<file path="config.mk">
export PLATFORM = sky130hd
export DESIGN_NAME = wb_arbiter
export DESIGN_NICKNAME = d
export VERILOG_FILES = /design/src/rtl/wb_arbiter_pkg.sv /design/src/rtl/wb_scoreboard.sv /design/src/rtl/wb_arbiter.sv
export SDC_FILE = /design/constraint.sdc
export NUM_CORES = 1
export LEC_CHECK = 0
export ABC_AREA = 0
export CELL_PAD_IN_SITES_DETAIL_PLACEMENT = 1
export CELL_PAD_IN_SITES_GLOBAL_PLACEMENT = 2
export CORE_AREA = 2 2 123 125
export CTS_CLUSTER_DIAMETER = 60
export DETAILED_ROUTE_END_ITERATION = 8
export DIE_AREA = 0 0 125 127
export PLACE_DENSITY_LB_ADDON = 0.25
export SLEW_MARGIN = 20
export SYNTH_ARGS = -nofsm -noshare
export SYNTH_HDL_FRONTEND = slang
export SYNTH_HIERARCHICAL = 1
export SYNTH_SLANG_ARGS = --single-unit
</file>
<file path="constraint.sdc">
create_clock -name clk -period 3.6 [get_ports clk]
set_input_delay 0.72 -clock clk [delete_from_list [all_inputs] [get_ports clk]]
set_output_delay 0.72 -clock clk [all_outputs]
set_load 0.1 [all_outputs]
</file>
<file path="src/rtl/wb_arbiter_pkg.sv">
// Shared CPU constants for the write-back path: datapath widths, register count
// and the encoding of the two write-back sources.
package wb_arbiter_pkg;
    localparam int DATA_W = 32;
    localparam int ADDR_W = 5;
    localparam int NREGS  = 32;

    localparam logic [ADDR_W-1:0] REG_ZERO = '0;

    typedef enum logic {
        SRC_ALU = 1'b0,
        SRC_MEM = 1'b1
    } src_t;
endpackage

</file>
<file path="src/rtl/wb_scoreboard.sv">
// Pending-write scoreboard: one bit per architectural register, set at issue,
// cleared when the bank commits that register; drives the decode stall.
module wb_scoreboard #(
    parameter int ADDR_W = wb_arbiter_pkg::ADDR_W,
    parameter int NREGS  = wb_arbiter_pkg::NREGS
) (
    input  logic              clk,
    input  logic              reset,
    input  logic              setEn,
    input  logic [ADDR_W-1:0] setSel,
    input  logic              clrEn,
    input  logic [ADDR_W-1:0] clrSel,
    input  logic [ADDR_W-1:0] srcASel,
    input  logic [ADDR_W-1:0] srcBSel,
    output logic              hazard
);
    import wb_arbiter_pkg::*;

    localparam logic [ADDR_W-1:0] ZERO_SEL = ADDR_W'(REG_ZERO);

    logic [NREGS-1:0] pending;

    // A set on the same edge as a clear wins: the newly issued producer is still outstanding.
    always_ff @(posedge clk) begin
        if (!reset) begin
            pending <= '0;
        end else begin
            for (int i = 1; i < NREGS; i++) begin
                if (setEn && setSel == ADDR_W'(i)) begin
                    pending[i] <= 1'b1;
                end else if (clrEn && clrSel == ADDR_W'(i)) begin
                    pending[i] <= 1'b0;
                end
            end
        end
    end

    assign hazard = (srcASel != ZERO_SEL && pending[srcASel]) ||
                    (srcBSel != ZERO_SEL && pending[srcBSel]);
endmodule

</file>
<file path="src/rtl/wb_arbiter.sv">
// Round-robin arbiter sharing the register bank write port between the ALU and
// load write-back sources, with a single registered output slot.
module wb_arbiter #(
    parameter int DATA_W = wb_arbiter_pkg::DATA_W,
    parameter int ADDR_W = wb_arbiter_pkg::ADDR_W,
    parameter int NREGS  = wb_arbiter_pkg::NREGS
) (
    input  logic              clk,
    input  logic              reset,
    input  logic              rf_en,
    input  logic              alu_valid,
    input  logic [ADDR_W-1:0] alu_sel,
    input  logic [DATA_W-1:0] alu_data,
    output logic              alu_ready,
    input  logic              mem_valid,
    input  logic [ADDR_W-1:0] mem_sel,
    input  logic [DATA_W-1:0] mem_data,
    output logic              mem_ready,
    input  logic              issue_valid,
    input  logic [ADDR_W-1:0] issue_dest,
    input  logic [ADDR_W-1:0] srcA_sel,
    input  logic [ADDR_W-1:0] srcB_sel,
    output logic              hazard,
    output logic [DATA_W-1:0] busC,
    output logic [ADDR_W-1:0] busCsel,
    output logic              WriteC
);
    import wb_arbiter_pkg::*;

    localparam logic [ADDR_W-1:0] ZERO_SEL = ADDR_W'(REG_ZERO);

    src_t              rrPtr;
    logic              slotFree;
    logic              commit;
    logic              bothValid;
    logic              grant;
    logic [ADDR_W-1:0] grantSel;
    logic [DATA_W-1:0] grantData;

    // The slot can take a new entry when empty or when its current entry commits this edge.
    always_comb begin
        slotFree  = !WriteC || rf_en;
        commit    = WriteC && rf_en;
        bothValid = alu_valid && mem_valid;
        alu_ready = reset && slotFree && alu_valid && (!mem_valid || rrPtr == SRC_ALU);
        mem_ready = reset && slotFree && mem_valid && (!alu_valid || rrPtr == SRC_MEM);
        grant     = alu_ready || mem_ready;
        grantSel  = mem_ready ? mem_sel  : alu_sel;
        grantData = mem_ready ? mem_data : alu_data;
    end

    always_ff @(posedge clk) begin
        if (!reset) begin
            busC    <= '0;
            busCsel <= '0;
            WriteC  <= 1'b0;
            rrPtr   <= SRC_ALU;
        end else begin
            if (grant && bothValid) begin
                rrPtr <= mem_ready ? SRC_ALU : SRC_MEM;
            end
            // Writes to r0 are acknowledged but never occupy the slot.
            if (grant && grantSel != ZERO_SEL) begin
                busC    <= grantData;
                busCsel <= grantSel;
                WriteC  <= 1'b1;
            end else if (commit) begin
                WriteC  <= 1'b0;
            end
        end
    end

    wb_scoreboard #(
        .ADDR_W(ADDR_W),
        .NREGS (NREGS)
    ) uScoreboard (
        .clk    (clk),
        .reset  (reset),
        .setEn  (issue_valid),
        .setSel (issue_dest),
        .clrEn  (commit),
        .clrSel (busCsel),
        .srcASel(srcA_sel),
        .srcBSel(srcB_sel),
        .hazard (hazard)
    );
endmodule

</file>
* Yosys cells after proc, flatten, opt, wreduce, memory -nomap -nowiden
Cells that the tools add are included.
Operators by class: $lt $le $gt $ge 2, bitwise operators 1, reduce and logical (&&, ||, !) cells 116, equal/unequal tests 62, muxes and demuxes 71
Operators by type and width (number):
- 5-bit equality test (second input constant) | 32
- 5-bit by 4-bit equality test with 1-bit output (second input constant) | 16
- 1-bit logical AND | 73
- 1-bit 2-to-1 mux | 67
- 2-bit nonzero test | 32
- 5-bit by 3-bit equality test with 1-bit output (second input constant) | 8
- 32-bit 2-to-1 mux | 1
- 5-bit by 2-bit equality test with 1-bit output (second input constant) | 4
- 5-bit nonzero test | 3
- 5-bit by 6-bit < comparator with 1-bit output (second input constant) | 2
- 1-bit binary-select mux with 5-bit select | 2
- 5-bit by 1-bit equality test with 1-bit output (second input constant) | 2
- 1-bit logical OR | 5
- 5-bit 2-to-1 mux | 1
- 1-bit zero test | 3
- 1-bit NOT | 1
Storage, ports and cells: flip-flop bits (word level) 70, input port bits 95, output and inout port bits 41, word-level logic and storage cells 287

* Logic depth before layout (Yosys ltp)
depth in word-level cells 9, gate-level depth with buffers 7

* Modules after synthesis
The synthesis kept the hierarchy.
By module, submodules not included:
- wb_arbiter | cells each 237, seq. area each 780.7 um^2, area an instance 2189.6 um^2, times used 1
- wb_scoreboard | cells each 224, seq. area each 620.6 um^2, area an instance 1951.9 um^2, times used 1

* Worst setup path before layout
Ideal clock, no wire load.
path type input port to output port, from in srcA_sel[0], to out hazard, setup slack 0.248 ns, cell stages on the path 6, path buffers 1, arrival 2.632 ns, path through buf_6 mux4_2 mux2i_1 nor3b_1 a211oi_2 nand4_1
On the way: cells in the longest elaborated chain, start to end 4, elaborated cells between the ends (all ways) 5, classes of those cells mux (2); reduce/logical (3)
Ends and longest elaborated chain:
- start: declaration | RTL line wb_arbiter.sv:21 | input logic [ADDR_W-1:0] srcA_sel,
- 1-bit binary-select mux with 5-bit select | RTL line wb_scoreboard.sv:38 | assign hazard = (srcASel != ZERO_SEL && pending[srcASel]) ||
- 1-bit 2-to-1 mux (not written as such) | RTL line wb_scoreboard.sv:38
- 1-bit logical AND (*) | RTL line wb_scoreboard.sv:38
- 1-bit logical OR (*) | RTL line wb_scoreboard.sv:38
- end: declaration | RTL line wb_arbiter.sv:23 | output logic hazard,
Every way passes the cells marked *; elsewhere a longest branch is shown, timed or not. The select of a mux whose other input is x is not followed.

* Final worst setup path
Same ends and word-level chain as after synthesis.

==> flow_summary.toml <==
[global_route]
antenna_found_initial = 0
largest_net_degree_at_the_start_of_global_routing = 53
number_of_global_route_vias_before_repair = 4438
grtUsageTotal = 0.192
grt_first_pass_wirelength_um = 24400
globalRoute.totalOverflow = 0

[placed_design]
dpl_worst_slack_ns = -0.0282
port_buffers = 135
dpl.hpwl_um = 11300
gp_routability_congestion = 0.847
dp_cells = 750
placed_cell_area_um2 = 5630

[power]
internal_power_consumption_mw = 1.72
power.total_mw = 2.66
netSwitchingPower_mw = 0.938
power.switching_fraction = 0.353
leakagePower_nw = 2.03
p_comb_frac = 0.319
p_clk_frac = 0.357
power_density_nw_per_um2 = 447
sequentialPowerShare = 0.324
irDropWorstVdd_mv = 0.191

[timing]
setup_ws_ns = 0.192
timing.final.crit_share = 0.947
final_max_slew_viol_count = 0
min_tclk_post_route_ns = 3.41
finalClockSkew_ns = 0.00497
timing_hold_violations_final = 0
maxClockFrequency_ghz = 0.293
slew_headroom = 0.308
tightest_slew_ns = 1.04
report.final.setup_viol = 0
rsz0062_at_grt = "false"

[worst_setup_path]
critical_path.endpoint_type = "output pin"
crit_path_end = "hazard"
regToRegSetupSlack_ns = 1.64
crit_chain = "clkdlybuf4s50_1, buf_12, mux4_2, mux2i_1, nor3b_1, a211oi_2, nand4_1, buf_12"
timing.critical_path.from_type = "primary input"
worst-path-stages = 8
path_max_fanout = 8
critPathArrivalTime_ns = 2.69
timing.critical_path.required_ns = 2.88
max_stage_delay_ns = 0.51
crit_slowest_cell = "sky130_fd_sc_hd__clkdlybuf4s50_1"
buffers_and_inverters_on_the_worst_path = 3
ff2ff_path_depth = 5
timing_worst_setup_path_type = "primary input to output pin"
critPathLaunch = "srcA_sel[0]"
crit_path_frequent_cell = "sky130_fd_sc_hd__buf_12"
worst_r2r_endpoint = "busC[18]"
cp_top_family = "buffers and inverters"
timing.rr.start = "WriteC"

[synth]
mappedNetlistNets = 556
synth_area_per_cell_um2 = 8.98
yosysTopAreaCellShare = 0.338
ys_seq_area_frac = 0.338
ys_types = 48
synthesis.yosys.warnings = 6
ys_top_cells_by_count = "106 x sky130_fd_sc_hd__nand2_1, 70 x sky130_fd_sc_hd__dfxtp_1, 36 x sky130_fd_sc_hd__a221oi_1, 31 x sky130_fd_sc_hd__a21boi_0, 31 x sky130_fd_sc_hd__o21ai_0"
flip_flop_cell_with_the_highest_count_after_synthesis = "sky130_fd_sc_hd__dfxtp_1"
netlist_instances = 461
synth.ff_latch_count = 70
top_area_cells_in_the_synthesized_netlist = "sky130_fd_sc_hd__dfxtp_1 34%, sky130_fd_sc_hd__a311oi_2 11%, sky130_fd_sc_hd__nand2_1 9.6%, sky130_fd_sc_hd__a221oi_1 7.6%, sky130_fd_sc_hd__a21boi_0 5.6%"
synth_area_leader_cell = "sky130_fd_sc_hd__dfxtp_1"
syn-cell-area_um2 = 4140
synth-edff-count = 0
post-synth-top-count-cell = "sky130_fd_sc_hd__nand2_1"
synth-async-reset-ratio = 0

[floorplanning]
placeable_core_area_um2 = 14400
horizontal_die_dimension_um = 125
rows = 44
die_boundary_height_um = 127
die_area_um2 = 15900
pin_count = 136
start_util = 0.287

[routing]
detail_route.drc_violations = 0
initialDrtViolationCount = 224
route.detailed.wl_per_inst_um = 20.0
detail_route.wirelength_um = 15300
highest_layer = "met4"
drt_pre_antenna_iters = 4
wl_met1_um = 6590
route.antenna.remaining_nets = 0
met2_wirelength_um = 7360
post_drt_via_cell_ratio = 5.48
detailroute.via_count = 4197
wl_met3_um = 1020

[cells_and_area]
fillCellCount = 1682
design.final.nets = 672
design_area_um2 = 5950
post_layout_nonfiller_instances = 766
synthToLayoutAreaGrowth_pct = 43.6
n_antenna_cell = 0
utilization = 0.412
layout-drive-gt1-share = 0.144

[clock_tree]
cts.root.buffer_cell = "sky130_fd_sc_hd__clkbuf_16"
post_cts_buffers = 0
cts-buffers-inserted = 9
worst_setup_hold_path_clk_slew_ns = 0.06
clk-insertion-delay-late_ns = 0.34
tritoncts = "yes"
cts_sinks = 70
htree_levels = 3
cts_resized = 1
cts.path.max_buffers = 2
cts.hold.buffers_added = 0

[hold_path]
worst_hold_path_type = "flop to flop"

[flow_run]
cap_violations = 0

[outcome]
status = "finished, final reports clean"
==> metrics by stage <==
stage	TNS [ns]	hold WS [ns]
global route	0	0.529
CTS	0	0.519
detailed placement	-0.0282	0.512
floorplan	0	0.461
finish	0	0.514
global placement	0	0.494
==> sequential cells by signal, indices dropped and copies added, names as in the netlist <==
name and flops:
busC 32, uScoreboard/pending 31, busCsel 5, WriteC 1
rrPtr 1
==> metal layers <==
layer	track usage	up-vias
li1	-	1975
met1	0.235	2081
met2	0.321	118
met3	0.0553	23
met4	0.0752	0
met5	0	-
==> power groups by stage <==
stage / clock network, mW / logic [mW] / registers (mW)
2_1_floorplan: 0 / 0.274 / 1.18
3_3_place_gp: 0 / 0.845 / 0.876
3_5_place_dp: 0 / 0.852 / 0.877
4_1_cts: 0.969 / 0.854 / 0.863
5_1_grt: 1.00 / 0.890 / 0.869
6_report: 0.950 / 0.847 / 0.863
==> tightest hold or removal path, cell delays in order, from the launching register on <==
cell	delay, ns
sky130_fd_sc_hd__dfxtp_1	0.32
sky130_fd_sc_hd__o21ai_0	0.07
sky130_fd_sc_hd__a21boi_0	0.07
==> cells by family after synthesis <==
logic type	Yosys count	synth area share
AO/OA/AOI/OAI	156	0.342
XOR/XNOR	1	0.00212
buffers and inverters	52	0.0650
flip-flops	70	0.338
AND/OR/NAND/NOR	163	0.171
multiplexers	19	0.0813
==> how the worst min path moves through the flow <==
stage	start	to	slack (ns)	cells past startpoint
floorplan	uScoreboard/pending[29]	uScoreboard/pending[29]	0.46	2
global placement	uScoreboard/pending[8]	uScoreboard/pending[8]	0.49	2
detailed placement	uScoreboard/pending[11]	uScoreboard/pending[11]	0.51	2
CTS	uScoreboard/pending[11]	uScoreboard/pending[11]	0.52	2
global route	uScoreboard/pending[24]	uScoreboard/pending[24]	0.53	2
finish	uScoreboard/pending[11]	uScoreboard/pending[11]	0.51	2
==> cells in the final DEF (no fill, tap or decap), types with 2 or more instances in the layout <==
| master | count |
|---|---|
| sky130_fd_sc_hd__a221oi_1 | 36 |
| sky130_fd_sc_hd__mux2i_1 | 6 |
| sky130_fd_sc_hd__nand2_1 | 106 |
| sky130_fd_sc_hd__mux4_1 | 3 |
| sky130_fd_sc_hd__a22oi_1 | 2 |
| sky130_fd_sc_hd__nand2b_1 | 5 |
| sky130_fd_sc_hd__clkbuf_8 | 4 |
| sky130_fd_sc_hd__buf_12 | 5 |
| sky130_fd_sc_hd__nor2_1 | 11 |
| sky130_fd_sc_hd__clkbuf_16 | 9 |
| sky130_fd_sc_hd__nor3_1 | 4 |
| sky130_fd_sc_hd__and3_1 | 3 |
| sky130_fd_sc_hd__mux2_2 | 2 |
| sky130_fd_sc_hd__a221o_1 | 2 |
| sky130_fd_sc_hd__a2111oi_0 | 3 |
| sky130_fd_sc_hd__a21boi_0 | 31 |
| sky130_fd_sc_hd__nor2b_1 | 12 |
| sky130_fd_sc_hd__inv_2 | 3 |
| sky130_fd_sc_hd__a21oi_1 | 4 |
| sky130_fd_sc_hd__a311oi_1 | 7 |
| sky130_fd_sc_hd__clkdlybuf4s50_1 | 126 |
| sky130_fd_sc_hd__nand3_1 | 14 |
| sky130_fd_sc_hd__o21ai_0 | 31 |
| sky130_fd_sc_hd__a31oi_1 | 2 |
| sky130_fd_sc_hd__buf_4 | 16 |
| sky130_fd_sc_hd__mux4_2 | 6 |
| sky130_fd_sc_hd__nand4_1 | 2 |
| sky130_fd_sc_hd__inv_1 | 6 |
| sky130_fd_sc_hd__clkinv_2 | 2 |
| sky130_fd_sc_hd__dfxtp_1 | 70 |
| sky130_fd_sc_hd__nor3b_1 | 2 |
| sky130_fd_sc_hd__a311oi_2 | 29 |
==> area by class of cell <==
class	count	area, um2	share of cell area
Multi-Input combinational cell	339	2470	0.416
Sequential cell	70	1400	0.236
Timing Repair Buffer	148	1490	0.251
Clock inverter	3	40.0	0.00673
Inverter	9	33.8	0.00568
Clock buffer	13	280	0.0471
Tap cell	184	230	0.0387
No activity file was read; power rests on OpenSTA's default activity.
==> variant 1, RTL diff (same settings) <==
Change the package constant `REG_ZERO` from '0 to 1.
--- a/src/rtl/wb_arbiter_pkg.sv
+++ b/src/rtl/wb_arbiter_pkg.sv
@@ -5,7 +5,7 @@
     localparam int ADDR_W = 5;
     localparam int NREGS  = 32;
 
-    localparam logic [ADDR_W-1:0] REG_ZERO = '0;
+    localparam logic [ADDR_W-1:0] REG_ZERO = 1;
 
     typedef enum logic {
         SRC_ALU = 1'b0,
Behaviour: not the same (Yosys sat finds a counterexample within 4 cycles, from zero or initial values and one cycle with reset low).
==> variant 1 against the unedited design <==
Total power shrank 6.9%; wire length shrank 5.5%; sequential cell count shrank 1; first-iteration DRC count shrank 22%; non-clock buffer count grew 5; area after synthesis shrank 6.6%; synthesized cell count shrank 5.9%; global-route usage shrank 1.0 points; setup slack lost 100 ps; final area shrank 4.6%; highest routed layer unchanged.
==> variant 1: results (changes against the unedited design) <==
- Status: complete, no violations
- Post-synthesis cell type count: 44 (-8.3%)
- Peak VDD IR: 0.2051 mV (+7.2%)
- CTS max path bufs: 2 (unchanged)
- DRT iter0 DRCs: 175 (-22%)
- Clock skew: 7.834 ps (+2.868 ps)
- Fin nets: 651 (-3.1%)
- Port bufs: 135 (unchanged)
- Post-synthesis sequential area ratio: 0.3572 (+0.01880)
- Yosys warning total: 6 (unchanged)
- Router iterations before antenna repair: 4 (unchanged)
- Ant diodes: 0 (unchanged)
- Largest registers: busC: 32 flops, uScoreboard/pending: 30 flops, busCsel: 5 flops
- Clock latency at the later pin of the worst-skew pair: around 330 ps
- Area contributors post-synth: dfxtp_1, nand2_1, a221oi_1
- List of most frequent post-synthesis cells: nand2_1, dfxtp_1, a221oi_1, a311oi_1
- Largest net degree at the start of global routing: 56 (+5.7%)
- Grt total ovfl: 0 (unchanged)
- Pleak: 2.030 nW (about the same)
- Setup violators final: 0 (unchanged)
- Total GRT Usage: 0.1817 (-0.01045)
- Top FF cell, synth: dfxtp_1
- Num CTS Buffers: 9 (unchanged)
- FILL cells: 1716 (+2.0%)
- Slew HR: 0.3128 (+0.005171)
- Initial antenna violation count: 0 (unchanged)
- Arr. time, crit path: 2790 ps (+100 ps)
- Post-synth ARST share: 0 (unchanged)
- Share of layout cells above drive strength 1: 0.09643 (-0.04790)
- Syn nets: 529 (-4.9%)
- CTS clk-pin slew, worst paths: ~50 ps
- HPWL after detailed placement: 10430 um (-7.4%)
- Gp weighted congestion: 0.8268 (-2.4%)
- Vias in the first global route: 4290 (-3.3%)
- Crit-path max FO: 5 (-3)
- First-pass GRT wire length: 23160 um (-4.9%)
- Post-DR wirelength/cell: 19.50 um (-2.7%)
- Routed via count: 3982 (-5.1%)
- Worst min-delay path class: reg2reg
- Root Driver: clkbuf_16
- H-Tree Depth: 3 (unchanged)
- Post-CTS setup buffer count: 0 (unchanged)
variant 1: cell count changes after synthesis, moves of 3 or more:
cell,delta
nor2_1,-4
inv_1,-3
clkbuf_1,+10
a311oi_2,-29
a311oi_1,+27
nand2_1,-7
a2111oi_0,-3
buf_2,-10
mux4_1,+7
variant 1: area by class of cell:
cell class,instances,share of cell area
clock buffers,14,0.04827
clock inverters,1,0.0008816
inverters,6,0.003967
multi-input cells,317,0.3956
flip-flops and latches,69,0.2433
well taps,184,0.04056
repair buffers,153,0.2674
variant 1: metrics by stage:
| step | std cells | hold WS, ps | utilization | instance area, um2 | setup slack, ps |
|---|---|---|---|---|---|
| 2_1_floorplan | 434 | 460.7 | - | 3867 | 256.7 |
| 3_3_place_gp | 729 | 483.3 | 0.3741 | 5396 | -146.3 |
| 3_5_place_dp | 729 | 493.8 | 0.3741 | 5396 | -208.1 |
| 4_1_cts | 744 | 501.5 | 0.3935 | 5675 | 52.62 |
| 5_1_grt | 744 | 532.7 | 0.3936 | 5677 | 2.810 |
| 6_report | 744 | 498.8 | 0.3936 | 5677 | 89.08 |
variant 1: kinds of logic after synthesis:
family	share of synthesized area
AND/OR/NAND/NOR	0.1699
AO/OA/AOI/OAI	0.2960
flip-flops	0.3572
buffers and inverters	0.06211
multiplexers	0.1126
XOR/XNOR	0.002265
variant 1: layer usage:
layer,vias to the layer above,part of all wire,wire [um],GRT usage
met5,-,0,0,0
met4,0,0.021,308,0.06536
met2,127,0.47,6822,0.2960
met1,1927,0.42,6129,0.2167
met3,23,0.086,1244,0.07454
li1,1905,-,-,-
variant 1: path summary, 6_finish.rpt:
path,startpoint,to,slack [ps],depth (start not counted)
setup / recovery,srcB_sel[0],hazard,90,7
setup reg to reg,rrPtr$_SDFFE_PN0P_,busC[17]$_SDFFE_PN0P_,1590,5
hold / removal,uScoreboard/pending[16]$_SDFFE_PN0P_,uScoreboard/pending[16]$_SDFFE_PN0P_,500,2
hold reg to reg,uScoreboard/pending[16]$_SDFFE_PN0P_,uScoreboard/pending[16]$_SDFFE_PN0P_,500,2
variant 1: report_power, final:
group / switching (W) / total [W] / internal, W / leakage (nW)
clock network: 0.000322 / 0.000841 / 0.000518 / 0.139
registers: 0.0000353 / 0.000849 / 0.000813 / 0.565
logic: 0.000521 / 0.000788 / 0.000267 / 1.33
total: 0.000878 / 0.00248 / 0.00160 / 2.03
variant 1: critical path, stage by stage:
cell and delay, ps:
clkdlybuf4s15_1 340, buf_4 180, mux4_1 550, mux2i_1 180, o22ai_1 100, or4_1 530
buf_12 200
variant 1: what timing repair did:
item                                    in CTS  in global routing
endpoints found under the setup margin       1                  1
hold endpoints to repair                     0                  0
gates resized for setup                      4                  1
hold buffers                                 0                  0
==> variant 2, RTL diff (same flow settings) <==
Made on the original files. Change the package constant `NREGS` from 32 to 16.
--- a/src/rtl/wb_arbiter_pkg.sv
+++ b/src/rtl/wb_arbiter_pkg.sv
@@ -3,7 +3,7 @@
 package wb_arbiter_pkg;
     localparam int DATA_W = 32;
     localparam int ADDR_W = 5;
-    localparam int NREGS  = 32;
+    localparam int NREGS  = 16;
 
     localparam logic [ADDR_W-1:0] REG_ZERO = '0;
 
Check against the original RTL: not equivalent (a bounded check fails within 4 cycles, from zero or initial values and one cycle with reset low).
==> variant 2 against the unedited design <==
Total power is 23% lower; setup slack better by 62 ps; sequential cell count is 16 lower; first-iteration DRC count is 44% lower; critical path type unchanged; area after synthesis is 24% lower; wire length is 24% lower; largest cell class unchanged; utilization is 7.7 points lower; final area is 19% lower.
==> variant 2: results (changes against the unedited design) <==
- First-pass GRT wire length: 18560 um (-24%)
- Pleak: 1.622 nW (-20%)
- Largest registers: busC: 32 flops, uScoreboard/pending: 15 flops, busCsel: 5 flops
- Peak VDD IR: 0.1858 mV (-2.9%)
- Port bufs: 133 (-1.5%)
- Area contributors post-synth: dfxtp_1, a311oi_2, nand2_1
- Gp weighted congestion: 0.7769 (-8.3%)
- Post-DR wirelength/cell: 18.22 um (-9.0%)
- Clock skew: 6.201 ps (+1.235 ps)
- Met1 WL: 5146 um (-22%)
- Hold WS: 506.3 ps (-7.588 ps)
- Slew HR: 0.3161 (+0.008468)
- Largest net degree at the start of global routing: 44 (-17%)
- DP Cell Count: 634 (-15%)
- Reg-to-reg setup timing slack: 1660 ps (+20 ps)
- Met3 WL post-DR: 855 um (-16%)
- DRT iter0 DRCs: 125 (-44%)
- Status: complete, no violations
- Share of layout cells above drive strength 1: 0.1463 (+0.001958)
- Worst slack at placement: 246.2 ps (+274.4 ps)
- Crit-path max FO: 5 (-3)
- Finished Layout Cells: 642 (-16%)
- Hold EP: uScoreboard/pending[10]$_SDFFE_PN0P_
- Post-synthesis cell type count: 41 (-15%)
- DR WL met2: 5563 um (-24%)
- Fin nets: 552 (-18%)
- HPWL after detailed placement: 8309 um (-26%)
- Clock latency at the later pin of the worst-skew pair: 300 ps (-40 ps)
- H-Tree Depth: 2 (-1)
- Post-CTS sizing: 0 (-1)
variant 2: changes by cell type in the layout (fill, tap and decap cells not counted), moves of 6 or more:
cell / change
a21boi_0: -16
buf_4: -6
dfxtp_1: -16
nand2_1: -19
nand3_1: -7
nor2_1: -7
nor2b_1: -8
o21ai_0: -16
variant 2: worst max-delay path by stage:
stage / start / endpoint / slack, ps
2_1_floorplan: srcB_sel[0] / hazard / 420
3_3_place_gp: srcB_sel[0] / hazard / 240
3_5_place_dp: srcB_sel[0] / hazard / 250
4_1_cts: srcB_sel[0] / hazard / 240
5_1_grt: srcB_sel[0] / hazard / 170
6_report: srcB_sel[0] / hazard / 250
variant 2: cell families (layout without fill, tap and decap cells):
group,after synthesis,in the layout,share of synthesized area
AOI/OAI and AO/OA,115,115,0.3633
xor gates and xnor gates,1,1,0.002795
buffers and inverters,41,160,0.06187
DFF,54,54,0.3449
muxes,10,10,0.05669
and+or+nand+nor,118,118,0.1705
variant 2: cell type report:
class / instances / area [um2]
clock buffer: 6 / 128.9
clock inverter: 2 / 37.54
fill: 1697 / 9585
inverter: 9 / 33.78
multi-input combinational: 244 / 1861
sequential: 54 / 1081
tap: 184 / 230.2
timing repair buffer: 143 / 1466
variant 2: worst max-delay path, cell delays in order:
cell             delay (ps)
clkdlybuf4s50_1         610
mux4_1                  590
mux2_2                  270
nand2_1                  60
nand4_1                 160
buf_12                  210
variant 2: metrics by stage:
step,utilization,cell area [um2]
2_1_floorplan,-,3134
3_3_place_gp,0.3239,4672
3_5_place_dp,0.3239,4672
4_1_cts,0.3354,4838
5_1_grt,0.3354,4838
6_report,0.3354,4838
variant 2: per-layer routing:
metal | vias up | GRT usage
met5 | - | 0
met2 | 89 | 0.2420
met1 | 1586 | 0.1798
li1 | 1549 | -
met4 | 0 | 0.03007
met3 | 8 | 0.05193
variant 2: power by group through the flow:
stage	sequential [W]	combinational (W)	clock [W]
2_1_floorplan	0.000992	0.000229	0
3_3_place_gp	0.000691	0.000793	0
3_5_place_dp	0.000691	0.000797	0
4_1_cts	0.000678	0.000799	0.000592
5_1_grt	0.000684	0.000831	0.000618
6_report	0.000677	0.000791	0.000567
